### src/rtl/ifu_axi_fetch.sv
// ---------------------------------------------------------------------------
// ifu_axi_fetch
//   Single-entry instruction fetch unit. Accepts one PC from upstream, reads
//   the instruction word over an AXI4-Lite read channel, and holds the result
//   for the decode stage until it is consumed. Misaligned PCs and bus errors
//   are reported as ERR_INST with fetch_err set. A flush discards whatever is
//   in flight or held; an AXI read that has already started is still carried
//   to completion so the bus is never left with a dangling transaction.
//
// Parameters
//   RESET_CNT : reset value of inst_cnt
//   ERR_INST  : instruction word presented on any fetch error
//
// Ports
//   clk, rst                     : rising-edge clock, async active-high reset
//   s_valid/s_ready, pc          : upstream fetch request
//   flush                        : discard in-flight or held fetch
//   araddr/arvalid/arready       : AXI4-Lite read address channel
//   rdata/rresp/rvalid/rready    : AXI4-Lite read data channel
//   m_valid/m_ready              : downstream (decode) handshake
//   inst, pc_out, fetch_err      : held result
//   inst_cnt                     : completed downstream handshakes (wraps)
// ---------------------------------------------------------------------------
module ifu_axi_fetch #(
  parameter logic [31:0] RESET_CNT = 32'd0,
  parameter logic [31:0] ERR_INST  = 32'h0000_0000
) (
  input  logic        clk,
  input  logic        rst,
  input  logic        s_valid,
  output logic        s_ready,
  input  logic [31:0] pc,
  input  logic        flush,
  output logic [31:0] araddr,
  output logic        arvalid,
  input  logic        arready,
  input  logic [31:0] rdata,
  input  logic [1:0]  rresp,
  input  logic        rvalid,
  output logic        rready,
  output logic        m_valid,
  input  logic        m_ready,
  output logic [31:0] inst,
  output logic [31:0] pc_out,
  output logic        fetch_err,
  output logic [31:0] inst_cnt
);

  typedef enum logic [1:0] {
    IDLE = 2'd0,
    AR   = 2'd1,
    R    = 2'd2,
    HOLD = 2'd3
  } state_t;

  state_t      state, state_d;
  logic [31:0] pc_q, pc_d;
  logic [31:0] inst_q, inst_d;
  logic [31:0] cnt_q, cnt_d;
  logic        err_q, err_d;
  logic        flushed_q, flushed_d;   // current AXI read is to be discarded

  // -------------------------------------------------------------------------
  // State and datapath registers
  // -------------------------------------------------------------------------
  // NOTE: sequential state uses non-blocking assignments only, so every
  // register samples the pre-edge value of every other register.
  always_ff @(posedge clk or posedge rst) begin
    if (rst) begin
      state     <= IDLE;
      pc_q      <= 32'd0;
      inst_q    <= 32'd0;
      err_q     <= 1'b0;
      flushed_q <= 1'b0;
      cnt_q     <= RESET_CNT;
    end else begin
      state     <= state_d;
      pc_q      <= pc_d;
      inst_q    <= inst_d;
      err_q     <= err_d;
      flushed_q <= flushed_d;
      cnt_q     <= cnt_d;
    end
  end

  // -------------------------------------------------------------------------
  // Next-state and next-datapath logic
  // -------------------------------------------------------------------------
  // NOTE: every variable gets its hold value first so no path through the
  // case statement can leave one unassigned and infer a latch.
  always_comb begin
    state_d   = state;
    pc_d      = pc_q;
    inst_d    = inst_q;
    err_d     = err_q;
    flushed_d = flushed_q;
    cnt_d     = cnt_q;

    unique case (state)
      IDLE: begin
        if (s_valid && s_ready) begin
          pc_d = pc;
          if (pc[1:0] == 2'b00) begin
            state_d = AR;
          end else begin
            // Misaligned: answer locally, never touch the bus.
            inst_d  = ERR_INST;
            err_d   = 1'b1;
            state_d = HOLD;
          end
        end
      end

      AR: begin
        // arvalid must stay up until arready even if flushed.
        if (flush)   flushed_d = 1'b1;
        if (arready) state_d   = R;
      end

      R: begin
        if (flush) flushed_d = 1'b1;
        if (rvalid) begin
          if (flushed_q || flush) begin
            // Discarded read: drain it and skip HOLD entirely.
            flushed_d = 1'b0;
            state_d   = IDLE;
          end else begin
            err_d   = (rresp != 2'b00);
            inst_d  = (rresp != 2'b00) ? ERR_INST : rdata;
            state_d = HOLD;
          end
        end
      end

      HOLD: begin
        if (flush || flushed_q) begin
          flushed_d = 1'b0;
          state_d   = IDLE;
        end else if (m_ready) begin
          cnt_d   = cnt_q + 32'd1;
          state_d = IDLE;
        end
      end

      default: state_d = IDLE;
    endcase
  end

  // -------------------------------------------------------------------------
  // Outputs
  // -------------------------------------------------------------------------
  // rst is folded in so upstream sees no acceptance while reset is held,
  // even though the state register already reads IDLE.
  assign s_ready   = (state == IDLE) && !flush && !rst;
  assign araddr    = pc_q;
  assign arvalid   = (state == AR);
  assign rready    = (state == R);
  // Gating with flush keeps a same-cycle m_ready from completing a handshake.
  assign m_valid   = (state == HOLD) && !flushed_q && !flush;
  assign inst      = inst_q;
  assign pc_out    = pc_q;
  assign fetch_err = err_q;
  assign inst_cnt  = cnt_q;

endmodule

### config.mk
export PLATFORM = sky130hd
export DESIGN_NAME = ifu_axi_fetch
export DESIGN_NICKNAME = d
export VERILOG_FILES = /design/src/rtl/ifu_axi_fetch.sv
export SDC_FILE = /design/constraint.sdc
export NUM_CORES = 1
export LEC_CHECK = 0
export BUFFER_PORTS_ARGS = -buffer_cell sky130_fd_sc_hd__buf_2
export CORE_ASPECT_RATIO = 0.8
export CORE_MARGIN = 2
export CORE_UTILIZATION = 42
export CTS_BUF_LIST = sky130_fd_sc_hd__clkbuf_4 sky130_fd_sc_hd__clkbuf_8
export CTS_CLUSTER_SIZE = 14
export DETAILED_ROUTE_END_ITERATION = 10
export HOLD_SLACK_MARGIN = 0.06
export PLACE_DENSITY_LB_ADDON = 0.3
export SKIP_LAST_GASP = 1
export SLEW_MARGIN = 40
export SYNTH_ARGS = -nofsm -noshare
export SYNTH_HDL_FRONTEND = slang
export SYNTH_SLANG_ARGS = --single-unit
### constraint.sdc
create_clock -name clk -period 3.6 [get_ports clk]
set_input_delay 0.36 -clock clk [delete_from_list [all_inputs] [get_ports clk]]
set_output_delay 0.36 -clock clk [all_outputs]
set_load 0.005 [all_outputs]
==> impl_metrics.tcl <==
set metrics [dict create \
    status "completed" \
    die_area_um2 11300 \
    power_frac_seq 0.472 \
    cap_violations 0 \
    critPathBufInv 0 \
    vias 3164 \
    detailed_place_hpwl_mm 7.28 \
    antenna_found_initial 1 \
    drive_gt1_frac 0.513 \
    yosys-top-cells-area "dfrtp_1, mux2_2, a22o_1" \
    synth_cells 338 \
    portBuffers 205 \
    worstRegToRegCells 5 \
    synth_top_area_frac 0.571 \
    synthTopCellsByCount "dfrtp_1, buf_4, mux2_2, a22o_1, xnor2_1" \
    first_global_vias 3014 \
    synth.avg_cell_area_um2 13.0 \
    cts_setup_buffers 0 \
    synth-async-reset-ratio 1.00 \
    ff_latch_area_um2 2500 \
    drtPass1Iterations 6 \
    synth_edf_count 0 \
    vdd_drop_max_mv 0.371 \
    drt_iter0_drc 151 \
    cts.root.buffer_cell "clkbuf_8" \
    diodes 0 \
    nNetsFinal 594 \
    whs_ns 0.137 \
    grt_max_degree 56 \
    grt.overflow.total 0 \
    setup_violations 0 \
    numCtsBuffers 9 \
    fin_skew_ns 0.00377 \
    io_pins 206 \
    crit_family "simple AND/OR/NAND/NOR gates" \
    multi_input_area_um2 1510 \
    crit_path_max_fanout 9 \
    grt_pass1_wl_mm 15.4 \
    cts_buffer_depth 2 \
    max_stage_delay_ns 0.66 \
    tightest_slew_ns 0.658 \
    r2r_setup_slack_ns 1.40 \
    cp.arrival_ns 2.44 \
    clkPwrFrac 0.181 \
    p_int_mw 2.38 \
    syn-num-nets 417 \
    syn_to_final_growth_pct 25.0 \
    relSlewSlack 0.561 \
    cts_tree "done" \
    total_power_mw 3.53 \
    fin_tns_setup_ns 0 \
    gp_congestion 0.761 \
    core_area_um2 10200 \
    clk_pin_slew_ns 0.09 \
    cp-end-kind "flip-flop" \
    drc 0 \
    cts.htree.levels 3 \
    hold_violations 0 \
    synth.most_common_cell "dfrtp_1" \
    cts_hold_repair.buffers 0 \
    leakagePower_nw 2.92 \
    rows 33 \
    start_kind "flip-flop" \
    post_drt_wl_per_cell_um 14.7 \
    swShare 0.324 \
    rsz0062_at_grt "no" \
    initial_utilization 0.429 \
    synth_area_leader_cell "dfrtp_1" \
    fillers 944 \
    ys.flop_type "dfrtp_1" \
    cp_slowest_cell "nor4_2" \
    power.share.combinational 0.347 \
    max_freq_ghz 0.454 \
    die_w_um 118 \
    path_cells "ha_1 > nand4bb_1 > nor4_2 > nand4_1 > xnor2_1" \
    ant_nets 0 \
    clk_latency_ns 0.35 \
    fin_crit_sh 0.612 \
    maxSlewViolCount 0 \
    ys_types 33 \
    power_density_nw_per_um2 644 \
    synth_seq_cells 100 \
    worstSetupPathType "flip-flop to flip-flop" \
    fin_crit_ns 2.20 \
    wl_mm 9.73 \
    p_sw_mw 1.14 \
    dieHeight_um 95.3 \
    required_ns 3.84 \
    r2r_end "inst_cnt[29]$_DFFE_PP0P_" \
    cts_resized 0 \
    rr_startpoint "state[0]$_DFFE_PP0P_" \
    synth_area_um2 4380 \
    holdCritPathClass "input pin to async pin" \
    yosys_warnings 0 \
    ys_seq_area_frac 0.571 \
    cts_sinks 100 \
    grt_use_total 0.172 \
    vias_per_cell 4.79 \
]
[worst max path at each step]
stage / startpoint / to / slack, ns / depth (start not counted)
finish: state[0]$_DFFE_PP0P_ / inst_cnt[29]$_DFFE_PP0P_ / 1.40 / 5
global placement: state[0]$_DFFE_PP0P_ / inst_cnt[31]$_DFFE_PP0P_ / 1.47 / 5
CTS: state[0]$_DFFE_PP0P_ / inst_cnt[29]$_DFFE_PP0P_ / 1.38 / 5
floorplan: rst / araddr[0]$_DFFE_PP0P_ / 0.62 / 1
global route: state[0]$_DFFE_PP0P_ / inst_cnt[25]$_DFFE_PP0P_ / 1.25 / 5
detailed placement: state[0]$_DFFE_PP0P_ / inst_cnt[29]$_DFFE_PP0P_ / 1.38 / 5
[cell families after synthesis]
logic type,Yosys count,share of synthesized area
adders and majority gates,6,0.0171
buffers and inverters,54,0.0831
and+or+nand+nor,72,0.0991
xor gates and xnor gates,31,0.0620
DFF,100,0.571
muxes,36,0.0920
AOI/OAI and AO/OA,39,0.0751
[cell usage in the layout (no fill, tap or decap), types with 2 or more instances in the layout]
cell,count
buf_2,205
dfrtp_1,100
mux2_2,33
a22o_1,32
xnor2_1,29
nand3_1,15
nand2_1,15
nand4_1,12
clkbuf_8,9
inv_1,8
nor2_1,7
nor3_1,6
ha_1,6
buf_4,6
and3_1,4
and2_1,3
nor4_4,3
clkinv_4,3
xor2_1,2
a221oi_1,2
mux2i_1,2
o21ai_0,2
clkbuf_4,2
[sequential cells by signal, summed over array words and instances, names as in the netlist]
signal	cells
state	2
fetch_err	1
flushed_q	1
araddr	32
inst_cnt	32
inst	32
[through the flow]
step                      worst slack, ns  cells  utilization  instance area, um2
after detailed placement             1.38    644        0.519                5300
final                                1.40    660        0.537                5480
after floorplan                     0.621    338            -                4380
after global routing                 1.25    660        0.537                5480
after CTS                            1.38    660        0.537                5480
after global placement               1.47    644        0.519                5300
[power groups by stage]
stage	Sequential [mW]	Clock (mW)	Combinational, mW
6_report	1.66	0.639	1.22
5_1_grt	1.71	0.714	1.35
4_1_cts	1.66	0.672	1.25
3_5_place_dp	1.68	0	1.24
3_3_place_gp	1.66	0	1.23
2_1_floorplan	1.69	0	0.845
[layout make-up]
type / instances / area share
sequential: 100 / 0.457
inverter: 9 / 0.00663
multi-input combinational: 184 / 0.276
timing repair buffer: 211 / 0.196
clock inverter: 5 / 0.00708
clock buffer: 11 / 0.0254
tap: 140 / 0.0320
[metal layers]
metal | share of wire | wire length (um) | GRT usage
met1 | 0.46 | 4490 | 0.235
met2 | 0.47 | 4580 | 0.271
met3 | 0.055 | 535 | 0.0484
met4 | 0.011 | 105 | 0.0522
met5 | 0.0016 | 16 | 0
(Power assumes the default switching activity.)
